**src/rtl/cdb_arbiter_pkg.sv**
```systemverilog
// Shared constants and types for the common-data-bus arbiter: tag width default,
// data width and the broadcast source encoding.
package cdb_arbiter_pkg;

  localparam int ROB_WIDTH_BIT_DEF = 4;
  localparam int CDB_DATA_W        = 32;

  typedef enum logic {
    CDB_SRC_ALU = 1'b0,
    CDB_SRC_LSB = 1'b1
  } cdb_src_e;

  // Round-robin pick: on a tie the source that did not win last time goes next.
  function automatic cdb_src_e rr_pick(input logic alu_ne, input logic lsb_ne,
                                       input cdb_src_e last);
    cdb_src_e pick;
    if (alu_ne && lsb_ne) begin
      pick = (last == CDB_SRC_ALU) ? CDB_SRC_LSB : CDB_SRC_ALU;
    end else if (lsb_ne) begin
      pick = CDB_SRC_LSB;
    end else begin
      pick = CDB_SRC_ALU;
    end
    return pick;
  endfunction

endpackage

```
**src/rtl/cdb_arbiter_result_fifo.sv**
```systemverilog
// Small per-producer result FIFO. Head is presented combinationally on dout_o;
// flush clears pointers and count and wins over push/pop.
module result_fifo #(
  parameter int WIDTH = 36,
  parameter int DEPTH = 2
) (
  input  logic             clk_i,
  input  logic             rst_ni,
  input  logic             flush_i,
  input  logic             push_i,
  input  logic             pop_i,
  input  logic [WIDTH-1:0] din_i,
  output logic [WIDTH-1:0] dout_o,
  output logic             empty_o,
  output logic             full_o
);

  localparam int PW = $clog2(DEPTH);
  localparam int CW = $clog2(DEPTH + 1);

  logic [WIDTH-1:0] mem_q [DEPTH];
  logic [PW-1:0]    wr_ptr_q, wr_ptr_d;
  logic [PW-1:0]    rd_ptr_q, rd_ptr_d;
  logic [CW-1:0]    count_q, count_d;
  logic             push_s, pop_s;

  assign empty_o = (count_q == {CW{1'b0}});
  assign full_o  = (count_q == CW'(DEPTH));
  assign dout_o  = mem_q[rd_ptr_q];

  // Overflow/underflow are blocked here as well as by the caller.
  assign push_s = push_i && !full_o;
  assign pop_s  = pop_i && !empty_o;

  always_comb begin
    wr_ptr_d = wr_ptr_q;
    rd_ptr_d = rd_ptr_q;
    count_d  = count_q;
    if (flush_i) begin
      wr_ptr_d = {PW{1'b0}};
      rd_ptr_d = {PW{1'b0}};
      count_d  = {CW{1'b0}};
    end else begin
      if (push_s) wr_ptr_d = wr_ptr_q + PW'(1);
      else        wr_ptr_d = wr_ptr_q;
      if (pop_s)  rd_ptr_d = rd_ptr_q + PW'(1);
      else        rd_ptr_d = rd_ptr_q;
      case ({push_s, pop_s})
        2'b10:   count_d = count_q + CW'(1);
        2'b01:   count_d = count_q - CW'(1);
        default: count_d = count_q;
      endcase
    end
  end

  always_ff @(posedge clk_i or negedge rst_ni) begin
    if (!rst_ni) begin
      wr_ptr_q <= {PW{1'b0}};
      rd_ptr_q <= {PW{1'b0}};
      count_q  <= {CW{1'b0}};
    end else begin
      wr_ptr_q <= wr_ptr_d;
      rd_ptr_q <= rd_ptr_d;
      count_q  <= count_d;
    end
  end

  always_ff @(posedge clk_i or negedge rst_ni) begin
    if (!rst_ni) begin
      for (int i = 0; i < DEPTH; i++) mem_q[i] <= {WIDTH{1'b0}};
    end else if (push_s && !flush_i) begin
      mem_q[wr_ptr_q] <= din_i;
    end
  end

endmodule

```
**src/rtl/cdb_arbiter.sv**
```systemverilog
// Round-robin arbiter sharing the common data bus between the ALU and LSB result
// FIFOs; one registered broadcast per cycle, frozen by rdy_in, cleared by flush_in.
module cdb_arbiter
  import cdb_arbiter_pkg::*;
#(
  parameter int ROB_WIDTH_BIT = ROB_WIDTH_BIT_DEF,
  parameter int QDEPTH        = 2
) (
  input  logic                     clk_in,
  input  logic                     rst_in,
  input  logic                     rdy_in,
  input  logic                     flush_in,
  input  logic                     alu_valid,
  input  logic [ROB_WIDTH_BIT-1:0] alu_rob_id,
  input  logic [31:0]              alu_value,
  output logic                     alu_ready,
  input  logic                     lsb_valid,
  input  logic [ROB_WIDTH_BIT-1:0] lsb_rob_id,
  input  logic [31:0]              lsb_value,
  output logic                     lsb_ready,
  output logic                     cdb_valid,
  output logic [ROB_WIDTH_BIT-1:0] cdb_rob_id,
  output logic [31:0]              cdb_value,
  output logic                     cdb_src
);

  localparam int EW = ROB_WIDTH_BIT + CDB_DATA_W;

  logic [EW-1:0] alu_dout_s, lsb_dout_s, gnt_entry_s;
  logic          alu_empty_s, alu_full_s, lsb_empty_s, lsb_full_s;
  logic          alu_push_s, lsb_push_s, alu_pop_s, lsb_pop_s, flush_s, active_s;
  logic          grant_vld_s;
  cdb_src_e      grant_src_s;

  logic                     cdb_valid_q, cdb_valid_d;
  logic [ROB_WIDTH_BIT-1:0] cdb_rob_id_q, cdb_rob_id_d;
  logic [31:0]              cdb_value_q, cdb_value_d;
  cdb_src_e                 cdb_src_q, cdb_src_d;
  cdb_src_e                 last_grant_q, last_grant_d;

  assign alu_ready = rdy_in && !alu_full_s;
  assign lsb_ready = rdy_in && !lsb_full_s;
  assign flush_s   = rdy_in && flush_in;
  assign active_s  = rdy_in && !flush_in;

  assign alu_push_s = alu_valid && alu_ready && !flush_in;
  assign lsb_push_s = lsb_valid && lsb_ready && !flush_in;

  assign grant_vld_s = !alu_empty_s || !lsb_empty_s;
  assign grant_src_s = rr_pick(!alu_empty_s, !lsb_empty_s, last_grant_q);
  assign alu_pop_s   = active_s && grant_vld_s && (grant_src_s == CDB_SRC_ALU);
  assign lsb_pop_s   = active_s && grant_vld_s && (grant_src_s == CDB_SRC_LSB);
  assign gnt_entry_s = (grant_src_s == CDB_SRC_LSB) ? lsb_dout_s : alu_dout_s;

  result_fifo #(.WIDTH(EW), .DEPTH(QDEPTH)) u_alu_fifo (
    .clk_i(clk_in), .rst_ni(rst_in), .flush_i(flush_s),
    .push_i(alu_push_s), .pop_i(alu_pop_s), .din_i({alu_rob_id, alu_value}),
    .dout_o(alu_dout_s), .empty_o(alu_empty_s), .full_o(alu_full_s)
  );

  result_fifo #(.WIDTH(EW), .DEPTH(QDEPTH)) u_lsb_fifo (
    .clk_i(clk_in), .rst_ni(rst_in), .flush_i(flush_s),
    .push_i(lsb_push_s), .pop_i(lsb_pop_s), .din_i({lsb_rob_id, lsb_value}),
    .dout_o(lsb_dout_s), .empty_o(lsb_empty_s), .full_o(lsb_full_s)
  );

  // Data outputs keep their last broadcast value when no grant is made.
  always_comb begin
    cdb_valid_d  = cdb_valid_q;
    cdb_rob_id_d = cdb_rob_id_q;
    cdb_value_d  = cdb_value_q;
    cdb_src_d    = cdb_src_q;
    last_grant_d = last_grant_q;
    if (!rdy_in) begin
      cdb_valid_d = cdb_valid_q;
    end else if (flush_in) begin
      cdb_valid_d  = 1'b0;
      last_grant_d = CDB_SRC_LSB;
    end else if (grant_vld_s) begin
      cdb_valid_d  = 1'b1;
      cdb_rob_id_d = gnt_entry_s[EW-1 -: ROB_WIDTH_BIT];
      cdb_value_d  = gnt_entry_s[CDB_DATA_W-1:0];
      cdb_src_d    = grant_src_s;
      last_grant_d = grant_src_s;
    end else begin
      cdb_valid_d = 1'b0;
    end
  end

  always_ff @(posedge clk_in or negedge rst_in) begin
    if (!rst_in) begin
      cdb_valid_q  <= 1'b0;
      cdb_rob_id_q <= {ROB_WIDTH_BIT{1'b0}};
      cdb_value_q  <= 32'd0;
      cdb_src_q    <= CDB_SRC_ALU;
      last_grant_q <= CDB_SRC_LSB;
    end else begin
      cdb_valid_q  <= cdb_valid_d;
      cdb_rob_id_q <= cdb_rob_id_d;
      cdb_value_q  <= cdb_value_d;
      cdb_src_q    <= cdb_src_d;
      last_grant_q <= last_grant_d;
    end
  end

  assign cdb_valid  = cdb_valid_q;
  assign cdb_rob_id = cdb_rob_id_q;
  assign cdb_value  = cdb_value_q;
  assign cdb_src    = cdb_src_q;

endmodule

```
**config.mk**
```make
export PLATFORM = sky130hd
export DESIGN_NAME = cdb_arbiter
export DESIGN_NICKNAME = d
export VERILOG_FILES = /design/src/rtl/cdb_arbiter_pkg.sv /design/src/rtl/cdb_arbiter_result_fifo.sv /design/src/rtl/cdb_arbiter.sv
export SDC_FILE = /design/constraint.sdc
export NUM_CORES = 1
export LEC_CHECK = 0
export CAP_MARGIN = 20
export CORE_ASPECT_RATIO = 0.8
export CORE_UTILIZATION = 59
export DETAILED_ROUTE_END_ITERATION = 16
export GPL_TIMING_DRIVEN = 0
export PLACE_DENSITY = 0.93
export SETUP_SLACK_MARGIN = 0.3
export SLEW_MARGIN = 10
export SYNTH_ARGS = -nofsm -noshare
export SYNTH_HDL_FRONTEND = slang
export SYNTH_SLANG_ARGS = --single-unit
```
**constraint.sdc**
```tcl
create_clock -name clk_in -period 3.45 [get_ports clk_in]
set_clock_uncertainty 0.15 [all_clocks]
set_input_delay 0.5175 -clock clk_in [delete_from_list [all_inputs] [get_ports clk_in]]
set_output_delay 0.5175 -clock clk_in [all_outputs]
set_load 0.01 [all_outputs]
```
==> impl_metrics.toml <==
[run_status]
outcome = "complete, no violations"

[clock_network]
cts_tree = "built"
cts_setup_buffers = 0
cts_htree_levels = 4
cts_made_buffers = 17
cts_root_buf = "clkbuf_16"
clk_pin_slew_ns = 0.07
clkSinkCount = 191
clk_latency_ns = 0.43
clk_path_buf_depth = 2

[routing]
ant_nets = 0
post_drt_via_cell_ratio = 5.93
post_drt_wl_per_cell_um = 20.8
drt_pass1_iterations = 4
drtIter0Drc = 236
via_count = 5410
wirelength_um = 19000
remaining_drc_errors = 0

[global_route]
overflow = 0
track_usage = 0.274
grt_pass1_wl_um = 30500
grt_pass1_vias = 5812
grt_max_degree = 116
antenna_found_initial = 0

[power]
power_density_nw_per_um2 = 761
irDropWorstVdd_uv = 508
p_leak_nw = 4.66
p_total_mw = 8.00

[floorplanning]
num_rows = 38
ioPinCount = 118
start_util = 0.618
core_area_um2 = 13800
die_w_um = 137
die_height_um = 110
dieArea_um2 = 15000

[layout]
nets = 798
nFillCells = 808
drive_above_1_share = 0.255
diodes = 0
multi_input_area_um2 = 3460
syn_to_final_growth_pct = 23.0
stdcell_count = 913
ff_latch_area_um2 = 4780

[place]
place_congestion = 0.792
hpwl_um = 13000
portBuffers = 113
place_worst_setup_slack_ns = 1.02
placed_cells = 880

[synthesis]
synth_area_leader_cell = "dfrtp_1"
synth_area_um2 = 8540
yosysSeqAreaShare = 0.560
synthTopCellsByArea = "dfrtp_1 (56%), mux2_4 (11%), mux2i_1 (8.6%)"
synth_edf_count = 0
postSynthNetCount = 664
synthTopCellsByCount = "dfrtp_1 (190), mux2i_1 (73), mux2_4 (60)"
synth_top_flop_cell = "dfrtp_1"
ys_ff_latch = 191
synth-async-reset-ratio = 1.00
synth_warnings = 0
synth_most_common_cell = "dfrtp_1"
netlist-cell-type-count = 40
synth_top_area_share = 0.556
avgSynthCellArea_um2 = 14.6
synthCells = 586

[critical_path]
critical_path_required_ns = 2.78
r2r-start = "u_lsb_fifo.count_q[1]"
path_max_fanout = 9
r2r_slack_ns = 1.28
slowest_delay_ns = 0.47
critPathLaunchType = "flip-flop"
cp_num_buf_inv = 2
crit_slowest_cell = "clkdlybuf4s50_1"
cp-end-kind = "output pin"
reg2reg_to = "cdb_value[22]"
path_delay_family = "buffers and inverters"
critical_path_class = "flip-flop to output pin"
reg2reg_depth = 6
path_cells = "buf_4 > nand2b_1 > and2_1 > clkdlybuf4s50_1"
arrival_ns = 1.95

[job]
drv_cap = 0

[hold_path]
hold_start = "flush_in"
min_to = "u_alu_fifo.wr_ptr_q"
min_path_type = "input port to flip-flop"
holdPathStages = 2

[sta]
finalCritPeriodShare = 0.760
finalWorstSetupSlack_ns = 0.828
rsz0062_at_grt = "false"
tightest_slew_ns = 0.865
post-route-min-period_ns = 2.62
max_slew_margin = 0.424
setup_viol = 0
setup_tns_ns = 0
slew_viol_final = 0
finalHoldViolations = 0
max_freq_mhz = 381
[worst max-delay path by stage]
stage                          startpoint                   end  cells after the start
floorplan                        flush_in  u_alu_fifo.mem_q[37]                      7
global placement                   rst_in         cdb_value[30]                      1
detailed placement                 rdy_in             alu_ready                      4
CTS                 u_alu_fifo.count_q[0]             alu_ready                      4
global route        u_alu_fifo.count_q[1]             alu_ready                      4
finish              u_alu_fifo.count_q[0]             alu_ready                      4
[flip-flops by register name, summed over array words and instances, names as in the netlist]
signal / flops
cdb_rob_id: 4
cdb_src: 1
cdb_valid: 1
cdb_value: 32
last_grant_q: 1
u_alu_fifo.count_q: 2
u_alu_fifo.mem_q: 72
u_alu_fifo.rd_ptr_q: 1
u_alu_fifo.wr_ptr_q: 1
u_lsb_fifo.count_q: 2
u_lsb_fifo.mem_q: 72
u_lsb_fifo.rd_ptr_q: 1
u_lsb_fifo.wr_ptr_q: 1
[where the power goes]
group	switching [mW]	total, mW	internal, mW	leakage [nW]
Combinational	1.03	2.52	1.49	2.05
Sequential	0.510	3.60	3.09	2.33
Clock	0.820	1.89	1.07	0.278
[per-stage QoR]
stage	utilization	hold slack [ns]	cell area (um^2)
after floorplan	-	0.0719	8540
after global placement	0.716	0.315	9900
after detailed placement	0.718	0.323	9930
after CTS	0.760	0.279	10500
after global routing	0.760	0.298	10500
final	0.760	0.298	10500
[layout by cell type (no fill, tap or decap), drive strengths merged, types with 2 or more instances in the layout]
master,netlist,layout
nor2,4,4
and2,2,2
a21oi,6,6
nand3,4,4
buf,28,30
inv,7,7
o22ai,5,5
clkinvlp,0,3
clkdlybuf4s50,0,112
nand2b,2,2
a31oi,4,4
o211ai,2,2
o21ai,5,5
clkbuf,13,35
o221ai,36,36
nor2b,4,4
nand2,41,41
nand4,2,2
mux2i,73,73
dfrtp,190,190
nand4b,2,2
o311ai,2,2
clkinv,0,6
o31ai,2,2
mux2,144,144
[timing repair]
action,CTS,global route
hold buffers,1,0
endpoints found under the hold margin,76,0
resized for setup,0,0
[cells by family (layout without fill, tap and decap cells)]
group | Yosys count | in the layout | synth area share
and+or+nand+nor | 63 | 63 | 0.0409
DFF | 191 | 191 | 0.560
muxes | 217 | 217 | 0.302
AOI/OAI and AO/OA | 66 | 66 | 0.0614
buffers and inverters | 48 | 195 | 0.0356
xor gates and xnor gates | 1 | 1 | 0.00103
[final cells by class]
cell class / count / share of cell area
clock buffers: 22 / 0.0461
plain buffers: 41 / 0.0264
clock inverters: 10 / 0.00821
inverters: 7 / 0.00250
multi-input cells: 347 / 0.329
flip-flops and latches: 191 / 0.455
well taps: 180 / 0.0214
repair buffers: 115 / 0.112
[metal layers]
layer  track usage  vias up  share of wire  routed length [um]
met5             0        -              0                   0
met4        0.0770        0         0.0063                 119
met3        0.0562       15          0.049                 937
met2         0.455      174           0.49                9240
met1         0.369     2809           0.46                8720
li1              -     2412              -                   -
Power figures use the tool's default switching activity.
